$ cat src/rtl/vx_tcu_fedp_feeder_if.sv
// Bundle of request, response and FEDP-side signals used by the FEDP feeder.
// The slave modport is the feeder's own view of the bundle.
// The master modport is the view of the surrounding logic (requester plus FEDP).
interface vx_tcu_fedp_feeder_if #(
  parameter int N         = 4,
  parameter int K_STEPS   = 4,
  parameter int XLEN      = 32,
  parameter int TAG_WIDTH = 8
);
  logic                      req_valid;
  logic                      req_ready;
  logic [3:0]                req_fmt_s;
  logic [3:0]                req_fmt_d;
  logic [K_STEPS*N*XLEN-1:0] req_a;
  logic [K_STEPS*N*XLEN-1:0] req_b;
  logic [XLEN-1:0]           req_c;
  logic [TAG_WIDTH-1:0]      req_tag;

  logic                      rsp_valid;
  logic                      rsp_ready;
  logic [XLEN-1:0]           rsp_data;
  logic [TAG_WIDTH-1:0]      rsp_tag;

  logic                      busy;

  logic                      fedp_enable;
  logic [3:0]                fedp_fmt_s;
  logic [3:0]                fedp_fmt_d;
  logic [N*XLEN-1:0]         fedp_a_row;
  logic [N*XLEN-1:0]         fedp_b_col;
  logic [XLEN-1:0]           fedp_c_val;
  logic [XLEN-1:0]           fedp_d_val;

  modport slave (
    input  req_valid, req_fmt_s, req_fmt_d, req_a, req_b, req_c, req_tag,
    input  rsp_ready, fedp_d_val,
    output req_ready, rsp_valid, rsp_data, rsp_tag, busy,
    output fedp_enable, fedp_fmt_s, fedp_fmt_d, fedp_a_row, fedp_b_col, fedp_c_val
  );

  modport master (
    output req_valid, req_fmt_s, req_fmt_d, req_a, req_b, req_c, req_tag,
    output rsp_ready, fedp_d_val,
    input  req_ready, rsp_valid, rsp_data, rsp_tag, busy,
    input  fedp_enable, fedp_fmt_s, fedp_fmt_d, fedp_a_row, fedp_b_col, fedp_c_val
  );
endinterface

$ cat src/rtl/vx_tcu_fedp_feeder.sv
// Sequencer in front of a single FEDP dot-product unit.
// It splits one request into K_STEPS chunks and chains each partial result back in as the next addend.
// It does no arithmetic of its own; the accumulator is carried as raw bits, so NaN-boxed values pass through untouched.
module vx_tcu_fedp_feeder #(
  parameter int N         = 4,
  parameter int K_STEPS   = 4,
  parameter int LATENCY   = 4,
  parameter int TAG_WIDTH = 8,
  parameter int XLEN      = 32
) (
  input  logic                    clk,
  input  logic                    reset,
  vx_tcu_fedp_feeder_if.slave     bus
);

  localparam int CHUNK_W = N * XLEN;
  localparam int KW      = (K_STEPS > 1) ? $clog2(K_STEPS) : 1;
  localparam int CW      = (LATENCY > 0) ? $clog2(LATENCY + 1) : 1;

  localparam logic [1:0] S_IDLE  = 2'd0;
  localparam logic [1:0] S_ISSUE = 2'd1;
  localparam logic [1:0] S_WAIT  = 2'd2;
  localparam logic [1:0] S_DONE  = 2'd3;

  localparam logic [KW-1:0] LAST_K = KW'(K_STEPS - 1);
  localparam logic [CW-1:0] WAIT_LOAD = CW'(LATENCY);
  localparam logic [CW-1:0] WAIT_LAST = CW'(1);

  if (K_STEPS < 1) begin : g_kStepsCheck
    $error("K_STEPS must be at least 1");
  end

  logic [1:0]                  r_state;
  logic [KW-1:0]               r_k;
  logic [CW-1:0]               r_waitCnt;
  logic [XLEN-1:0]             r_acc;
  logic [TAG_WIDTH-1:0]        r_tag;
  logic [K_STEPS*CHUNK_W-1:0]  r_a;
  logic [K_STEPS*CHUNK_W-1:0]  r_b;
  logic [3:0]                  r_fmtS;
  logic [3:0]                  r_fmtD;

  logic w_reqReady;
  logic w_reqFire;
  logic w_lastStep;

  assign w_reqReady = (r_state == S_IDLE) | ((r_state == S_DONE) & bus.rsp_ready);
  assign w_reqFire  = bus.req_valid & w_reqReady;
  assign w_lastStep = (r_k == LAST_K);

  // Operand and format capture; these have no reset because they are only read after an accept.
  always_ff @(posedge clk) begin
    if (w_reqFire) begin
      r_a    <= bus.req_a;
      r_b    <= bus.req_b;
      r_fmtS <= bus.req_fmt_s;
      r_fmtD <= bus.req_fmt_d;
    end
  end

  // Sequencing FSM: one ISSUE cycle per chunk, then LATENCY WAIT cycles before the result is chained back.
  always_ff @(posedge clk) begin
    if (reset) begin
      r_state   <= S_IDLE;
      r_k       <= '0;
      r_waitCnt <= '0;
      r_acc     <= '0;
      r_tag     <= '0;
    end else if (w_reqFire) begin
      r_state <= S_ISSUE;
      r_k     <= '0;
      r_acc   <= bus.req_c;
      r_tag   <= bus.req_tag;
    end else begin
      case (r_state)
        S_ISSUE: begin
          if (LATENCY == 0) begin
            r_acc <= bus.fedp_d_val;
            if (w_lastStep) begin
              r_state <= S_DONE;
            end else begin
              r_k <= r_k + 1'b1;
            end
          end else begin
            r_waitCnt <= WAIT_LOAD;
            r_state   <= S_WAIT;
          end
        end
        S_WAIT: begin
          r_waitCnt <= r_waitCnt - 1'b1;
          if (r_waitCnt == WAIT_LAST) begin
            r_acc <= bus.fedp_d_val;
            if (w_lastStep) begin
              r_state <= S_DONE;
            end else begin
              r_k     <= r_k + 1'b1;
              r_state <= S_ISSUE;
            end
          end
        end
        S_DONE: begin
          if (bus.rsp_ready) begin
            r_state <= S_IDLE;
          end
        end
        default: begin
          r_state <= S_IDLE;
        end
      endcase
    end
  end

  assign bus.req_ready   = w_reqReady;
  assign bus.rsp_valid   = (r_state == S_DONE);
  assign bus.rsp_data    = r_acc;
  assign bus.rsp_tag     = r_tag;
  assign bus.busy        = (r_state != S_IDLE);

  assign bus.fedp_enable = (r_state == S_ISSUE) | (r_state == S_WAIT);
  assign bus.fedp_fmt_s  = r_fmtS;
  assign bus.fedp_fmt_d  = r_fmtD;
  assign bus.fedp_a_row  = r_a[r_k * CHUNK_W +: CHUNK_W];
  assign bus.fedp_b_col  = r_b[r_k * CHUNK_W +: CHUNK_W];
  assign bus.fedp_c_val  = r_acc;

endmodule

$ cat src/flat_wrapper.sv
// flat-port wrapper written by rule: the top's interface ports become plain ports
module vx_tcu_fedp_feeder_flat 
#(
  parameter int N         = 4,
  parameter int K_STEPS   = 4,
  parameter int LATENCY   = 4,
  parameter int TAG_WIDTH = 8,
  parameter int XLEN      = 32
)
  (clk, reset, bus_req_valid, bus_req_fmt_s, bus_req_fmt_d, bus_req_a, bus_req_b, bus_req_c, bus_req_tag, bus_rsp_ready, bus_fedp_d_val, bus_req_ready, bus_rsp_valid, bus_rsp_data, bus_rsp_tag, bus_busy, bus_fedp_enable, bus_fedp_fmt_s, bus_fedp_fmt_d, bus_fedp_a_row, bus_fedp_b_col, bus_fedp_c_val);
  vx_tcu_fedp_feeder_if #(.N(N), .K_STEPS(K_STEPS), .XLEN(XLEN), .TAG_WIDTH(TAG_WIDTH)) bus_i ();
  input  logic clk;
  input  logic reset;
  input wire logic [$bits(bus_i.req_valid)-1:0] bus_req_valid;
  input wire logic [$bits(bus_i.req_fmt_s)-1:0] bus_req_fmt_s;
  input wire logic [$bits(bus_i.req_fmt_d)-1:0] bus_req_fmt_d;
  input wire logic [$bits(bus_i.req_a)-1:0] bus_req_a;
  input wire logic [$bits(bus_i.req_b)-1:0] bus_req_b;
  input wire logic [$bits(bus_i.req_c)-1:0] bus_req_c;
  input wire logic [$bits(bus_i.req_tag)-1:0] bus_req_tag;
  input wire logic [$bits(bus_i.rsp_ready)-1:0] bus_rsp_ready;
  input wire logic [$bits(bus_i.fedp_d_val)-1:0] bus_fedp_d_val;
  output wire logic [$bits(bus_i.req_ready)-1:0] bus_req_ready;
  output wire logic [$bits(bus_i.rsp_valid)-1:0] bus_rsp_valid;
  output wire logic [$bits(bus_i.rsp_data)-1:0] bus_rsp_data;
  output wire logic [$bits(bus_i.rsp_tag)-1:0] bus_rsp_tag;
  output wire logic [$bits(bus_i.busy)-1:0] bus_busy;
  output wire logic [$bits(bus_i.fedp_enable)-1:0] bus_fedp_enable;
  output wire logic [$bits(bus_i.fedp_fmt_s)-1:0] bus_fedp_fmt_s;
  output wire logic [$bits(bus_i.fedp_fmt_d)-1:0] bus_fedp_fmt_d;
  output wire logic [$bits(bus_i.fedp_a_row)-1:0] bus_fedp_a_row;
  output wire logic [$bits(bus_i.fedp_b_col)-1:0] bus_fedp_b_col;
  output wire logic [$bits(bus_i.fedp_c_val)-1:0] bus_fedp_c_val;
  assign bus_i.req_valid = bus_req_valid;
  assign bus_i.req_fmt_s = bus_req_fmt_s;
  assign bus_i.req_fmt_d = bus_req_fmt_d;
  assign bus_i.req_a = bus_req_a;
  assign bus_i.req_b = bus_req_b;
  assign bus_i.req_c = bus_req_c;
  assign bus_i.req_tag = bus_req_tag;
  assign bus_i.rsp_ready = bus_rsp_ready;
  assign bus_i.fedp_d_val = bus_fedp_d_val;
  assign bus_req_ready = bus_i.req_ready;
  assign bus_rsp_valid = bus_i.rsp_valid;
  assign bus_rsp_data = bus_i.rsp_data;
  assign bus_rsp_tag = bus_i.rsp_tag;
  assign bus_busy = bus_i.busy;
  assign bus_fedp_enable = bus_i.fedp_enable;
  assign bus_fedp_fmt_s = bus_i.fedp_fmt_s;
  assign bus_fedp_fmt_d = bus_i.fedp_fmt_d;
  assign bus_fedp_a_row = bus_i.fedp_a_row;
  assign bus_fedp_b_col = bus_i.fedp_b_col;
  assign bus_fedp_c_val = bus_i.fedp_c_val;
  vx_tcu_fedp_feeder #(.N(N), .K_STEPS(K_STEPS), .LATENCY(LATENCY), .TAG_WIDTH(TAG_WIDTH), .XLEN(XLEN)) u_core (.clk(clk), .reset(reset), .bus(bus_i));
endmodule
$ cat config.mk
export PLATFORM = sky130hd
export DESIGN_NAME = vx_tcu_fedp_feeder_flat
export DESIGN_NICKNAME = d
export VERILOG_FILES = /design/src/rtl/vx_tcu_fedp_feeder_if.sv /design/src/rtl/vx_tcu_fedp_feeder.sv /design/src/flat_wrapper.sv
export SDC_FILE = /design/constraint.sdc
export NUM_CORES = 1
export LEC_CHECK = 0
export ABC_AREA = 1
export BUFFER_PORTS_ARGS = -buffer_cell sky130_fd_sc_hd__clkbuf_2
export CAP_MARGIN = 10
export CORE_AREA = 2 2 567 569
export DETAILED_ROUTE_END_ITERATION = 6
export DIE_AREA = 0 0 569 571
export GPL_TIMING_DRIVEN = 0
export MAX_ROUTING_LAYER = met4
export PLACE_DENSITY = 0.3
export SETUP_SLACK_MARGIN = 0.3
export SYNTH_ARGS = -nofsm -noshare
export SYNTH_HDL_FRONTEND = slang
export SYNTH_SLANG_ARGS = --single-unit
$ cat constraint.sdc
create_clock -name clk -period 16.9 [get_ports clk]
set_input_delay 3.38 -clock clk [delete_from_list [all_inputs] [get_ports clk]]
set_output_delay 3.38 -clock clk [all_outputs]
set_load 0.03 [all_outputs]
Word-level counts from Yosys, hierarchy flattened
Cells that the tools add are included.
W data, S select, Z words.
{"block": "op_classes", "n_addsub": 2, "n_mul": 0, "n_div": 0, "order_cmp": 0, "eq_ne": 9, "shifts": 2, "n_mux": 9, "n_bitwise": 6, "n_reduce_logical": 11}
{"op": "$shiftx A512 B10 Y128", "count": 2}
{"op": "$mux W32", "count": 3}
{"op": "$reduce_and A2 Y1", "count": 4}
{"op": "$reduce_bool A2 Y1", "count": 4}
{"op": "$eq A2 B2 Y1 const B", "count": 3}
{"op": "$mux W2", "count": 3}
{"op": "$pmux W2 S3", "count": 1}
{"op": "$pmux W3 S2", "count": 1}
{"op": "$eq A3 B1 Y1 const B", "count": 1}
{"op": "$ne A3 B1 Y1 const B", "count": 1}
{"op": "$ne A3 B2 Y1 const B", "count": 1}
{"op": "$reduce_and A3 Y1", "count": 1}
{"op": "$sub A3 B1 Y3 const B", "count": 1}
{"op": "$add A2 B1 Y2 const B", "count": 1}
{"op": "$and A1 B1 Y1", "count": 2}
{"op": "$eq A2 B1 Y1 const B", "count": 1}
{"op": "$logic_not A2 Y1", "count": 1}
{"op": "$ne A2 B1 Y1 const B", "count": 1}
{"op": "$ne A2 B2 Y1 const B", "count": 1}
{"op": "$not A1 Y1", "count": 2}
{"op": "$or A1 B1 Y1", "count": 2}
{"op": "$reduce_or A2 Y1", "count": 1}
{"op": "$mux W1", "count": 1}
{"block": "word_totals", "regBits": 1079, "latch_bits": 0, "ram_bits": 0, "rom_bits": 0, "in_bits": 1108, "output_inout_bits": 340, "elab_cells": 49, "mem_count": 0}

Depth between registers and ports, before layout
{"block": "logic_depth", "depth_word": 6, "ltp_mapped": 11, "depth_no_buf": 9}

Worst setup path before layout
OpenSTA, ideal clock, no wires.
{"block": "synth_timing", "path_type": "input port to flip-flop", "start": "input port bus_req_valid", "end": "register u_core.r_fmtD[0], in the netlist u_core.bus.fedp_fmt_d[0] (enable)", "setup_ns": 0.917, "arrival_ns": 14.761, "t_required_ns": 15.983, "slack_ns": 1.222, "path_stages": 4, "path_buffers": 2, "cell_sequence": "clkbuf_1 > nand2_1 > buf_4 > inv_2"}
{"block": "synth_via", "elab_chain_len": 1}
{"item": "start, declared", "line_no": "flat_wrapper.sv:14", "text": "input wire logic [$bits(bus_i.req_valid)-1:0] bus_req_valid;"}
{"item": "$and A1 B1 Y1", "line_no": "vx_tcu_fedp_feeder.sv:48", "text": "assign w_reqFire = bus.req_valid & w_reqReady;"}
{"item": "via u_core.w_reqFire", "line_no": "vx_tcu_fedp_feeder.sv:44", "text": "logic w_reqFire;"}
{"item": "end signal, assigned", "line_no": "vx_tcu_fedp_feeder.sv:57", "text": "r_fmtD <= bus.req_fmt_d;"}
{"item": "end, declared", "line_no": "vx_tcu_fedp_feeder.sv:41", "text": "logic [3:0] r_fmtD;"}
The timed path passes the listed nets, and every way through them passes these cells.
A chain may end at the register's enable or synchronous reset.

Worst setup path in the final report
{"block": "layout_timing", "start": "register u_core.r_k[1]", "end": "output port bus_fedp_a_row[94]"}
{"block": "layout_via", "elab_chain_len": 1}
{"item": "start, declared", "line_no": "vx_tcu_fedp_feeder.sv:34", "text": "logic [KW-1:0] r_k;"}
{"item": "start signal, assigned", "line_no": "vx_tcu_fedp_feeder.sv:82", "text": "r_k <= r_k + 1'b1;"}
{"item": "start signal, assigned", "line_no": "vx_tcu_fedp_feeder.sv:96", "text": "r_k <= r_k + 1'b1;"}
{"item": "$shiftx A512 B10 Y128", "line_no": "vx_tcu_fedp_feeder.sv:122", "text": "assign bus.fedp_a_row = r_a[r_k * CHUNK_W +: CHUNK_W];"}
{"item": "end, declared", "line_no": "flat_wrapper.sv:31", "text": "output wire logic [$bits(bus_i.fedp_a_row)-1:0] bus_fedp_a_row;"}
Every way passes these cells.

==> flow_summary.ini <==
[die]
rows = 208
initial_utilization_pct = 12.8
die_h_um = 571
io-pin-count = 1448
die_area_mm2 = 0.325
core_region_area_mm2 = 0.319
die_w_um = 569

[grt]
use_met3_pct = 6.18
grt_pass1_vias = 33258
gr-usage-all-layers_pct = 16.5
met2_usage_pct = 26.8
grt_antenna_before_repair = 211
grt_use_met1_pct = 19.2
grt_max_degree = 125
grt-busiest-layer = met2
overflow = 0
grt_pass1_wl_um = 341000

[setup_path]
cpPeakStageDelay_ns = 0.87
path_buf_inv = 3
rrSetupSlack_ns = 12.89
crit_family = buffers and inverters
arrival_ns = 4.91
worstRegToRegCells = 9
endpoint = bus_fedp_a_row[94]
startpoint_type = register
crit_fanout = 10
crit_required_ns = 13.52
end_kind = output pin
cp_cell_sequence = buf_2 > clkbuf_1 > o21ai_0 > o22ai_1 > clkbuf_2
crit_cells = 5
critical-path-slowest-cell = dfxtp_1
crit_start = u_core.r_k[1]$_SDFFE_PP0P_
critical_path_class = reg -> out
reg2reg_to = u_core.r_a[285]$_DFFE_PP_
rr_startpoint = u_core.r_state[0]$_SDFFE_PP0P_

[synth]
synth_top_family_by_area = compound AO/OA/AOI/OAI gates
synth_edf_count = 1032
ys_seq_area_share_pct = 78.4
netlist_instances = 2929
synth-xor-area-share_pct = 0
synth_adder_area_share_pct = 0.215
synth_nets = 4044
synthMuxAreaShare_pct = 0
ys_types = 21
synth_compound_gate_area_share_pct = 10.5
synth_area_per_cell_um2 = 13.9
synth_simple_gate_area_share_pct = 7.21
synthesis.area_mm2 = 0.0407
yosys_warnings = 0
ys_async_sr_fraction_pct = 0
synth_flop_cell = edfxtp_1
ys_ff_latch = 1079

[clock_tree]
cts.sinks = 1079
post_cts_resized = 0
cts_buffers = 152
clock_path_buffers = 4
cts_root_buf = clkbuf_16
cts_tree = yes
htree_levels = 4
post_cts_buffers = 0
clkLatencyLatePin_ns = 0.82
clk_pin_slew_ns = 0.05
cts_hold_buf = 0

[placed_design]
pre_cts_ws_ns = 9.11
port_buffers = 1446
gp_congestion = 0.902
post-place-cells = 8589
dp_hpwl_um = 221000

[sta]
drv_slew = 0
hold_viol = 0
fin_crit_sh_pct = 49.0
rsz0062_at_grt = no
hold_ws_ns = 0.486
slew_headroom_pct = 21.5
fmax_mhz = 121
skew_ns = 0.0453
fin_crit_ns = 8.29
worst_pin_slew_ns = 1.17
setup-violations-final = 0
fin_ws_ns = 8.61

[min_path]
hold_class = reg -> reg

[cells_and_area]
fillers = 35358
finalNonFillerCells = 8964
area.growth.synth_to_final_pct = 43.9
fin_nets = 5658
multiInputGateArea_mm2 = 0.00728
seqCellArea_mm2 = 0.0319
drive_above_1_share_pct = 38.9
final_common_cell = clkbuf_2
utilization_pct = 18.4
layout_common_cells = 1449 x clkbuf_2, 1032 x edfxtp_1, 571 x nor2_1

[detailed_routing]
postRouteWirelength_um = 272000
wl_per_cell_um = 30.3
vias = 32411
ant_nets = 0
viasPerCell = 3.62
first_pass_iters = 6
drc = 0
drtIter0Drc = 2595

[pwr]
p_per_area_mw_per_mm2 = 119
p_leak_nw = 22.8
worst_ir_drop_vdd_mv = 0.0707

[job]
cap_violations = 0

[run_status]
outcome = completed
-- flip-flops by register name, summed over array words and instances (netlist names) --
register,count
u_core.bus.fedp_c_val,32
u_core.r_k,2
u_core.bus.rsp_tag,8
u_core.r_state,2
u_core.bus.fedp_fmt_s,4
u_core.r_waitCnt,3
u_core.r_a,512
u_core.bus.fedp_fmt_d,4
u_core.r_b,512
-- how the worst min path moves through the flow --
stage / start / to / slack [ns] / cells after the start
detailed placement: u_core.bus.rsp_tag[7]$_SDFFE_PP0P_ / u_core.bus.rsp_tag[7]$_SDFFE_PP0P_ / 0.48 / 2
floorplan: u_core.r_waitCnt[2]$_SDFFE_PP0P_ / u_core.r_waitCnt[2]$_SDFFE_PP0P_ / 0.45 / 2
finish: u_core.bus.rsp_tag[7]$_SDFFE_PP0P_ / u_core.bus.rsp_tag[7]$_SDFFE_PP0P_ / 0.49 / 2
CTS: u_core.bus.rsp_tag[7]$_SDFFE_PP0P_ / u_core.bus.rsp_tag[7]$_SDFFE_PP0P_ / 0.49 / 2
global route: u_core.bus.rsp_tag[7]$_SDFFE_PP0P_ / u_core.bus.rsp_tag[7]$_SDFFE_PP0P_ / 0.51 / 2
global placement: u_core.r_waitCnt[1]$_SDFFE_PP0P_ / u_core.r_waitCnt[1]$_SDFFE_PP0P_ / 0.47 / 2
-- synthesized netlist by cell type, types with 4 or more instances --
master       n  area, um2
o22ai_1    256       1600
buf_6        6       67.6
edfxtp_1  1032      31000
clkbuf_1    90        338
o21ai_0    518       2590
nand2_1     78        293
a21oi_1      6       30.0
nor2_1     571       2140
dfxtp_1     47        941
inv_1       78        293
buf_2       62        310
buf_1        4       15.0
nand3_1     99        495
buf_4       63        473
o21ai_1      7       35.0
ha_1         7       87.6
-- per-stage QoR --
step	power, mW	setup TNS (ns)	instance area (um2)
2_1_floorplan	3.54	0	40700
3_3_place_gp	3.95	-6681.48	53200
3_5_place_dp	3.81	0	53600
4_1_cts	7.11	0	58400
5_1_grt	7.22	0	58600
6_report	6.96	0	58600
-- routing by layer --
metal / vias to the layer above / part of all wire [%]
met4: 0 / 2.7
met5: - / 0
met3: 356 / 9.3
met2: 1665 / 47
met1: 16148 / 41
li1: 14242 / -
-- where the power goes --
| part | total [mW] | switching [mW] | leakage [nW] | internal (mW) |
|---|---|---|---|---|
| Sequential | 3.23 | 0.0836 | 10.3 | 3.14 |
| Combinational | 0.518 | 0.350 | 10.1 | 0.168 |
| Clock | 3.22 | 1.35 | 2.35 | 1.87 |
| Total | 6.96 | 1.78 | 22.8 | 5.18 |
-- area by class of cell --
cell class | instances | area share (%)
sequential | 1079 | 54.4
timing repair buffer | 1460 | 12.9
multi-input combinational | 1543 | 12.4
tap | 4200 | 8.96
clock buffer | 188 | 6.84
buffer | 227 | 2.10
clock inverter | 80 | 1.34
inverter | 80 | 0.529
antenna | 107 | 0.457
-- worst min-delay path: stages, from the launching register on --
cell,delay [ns]
dfxtp_1,0.32
nor2_1,0.05
nor2_1,0.08
-- cell families (layout without fill, tap and decap cells) --
logic type / Yosys count / in the layout
compound gates: 787 / 787
other cells: 0 / 107
flops: 1079 / 1079
fa+ha+maj: 7 / 7
buf+inv: 307 / 2035
simple gates: 749 / 749
(Power assumes the default switching activity.)
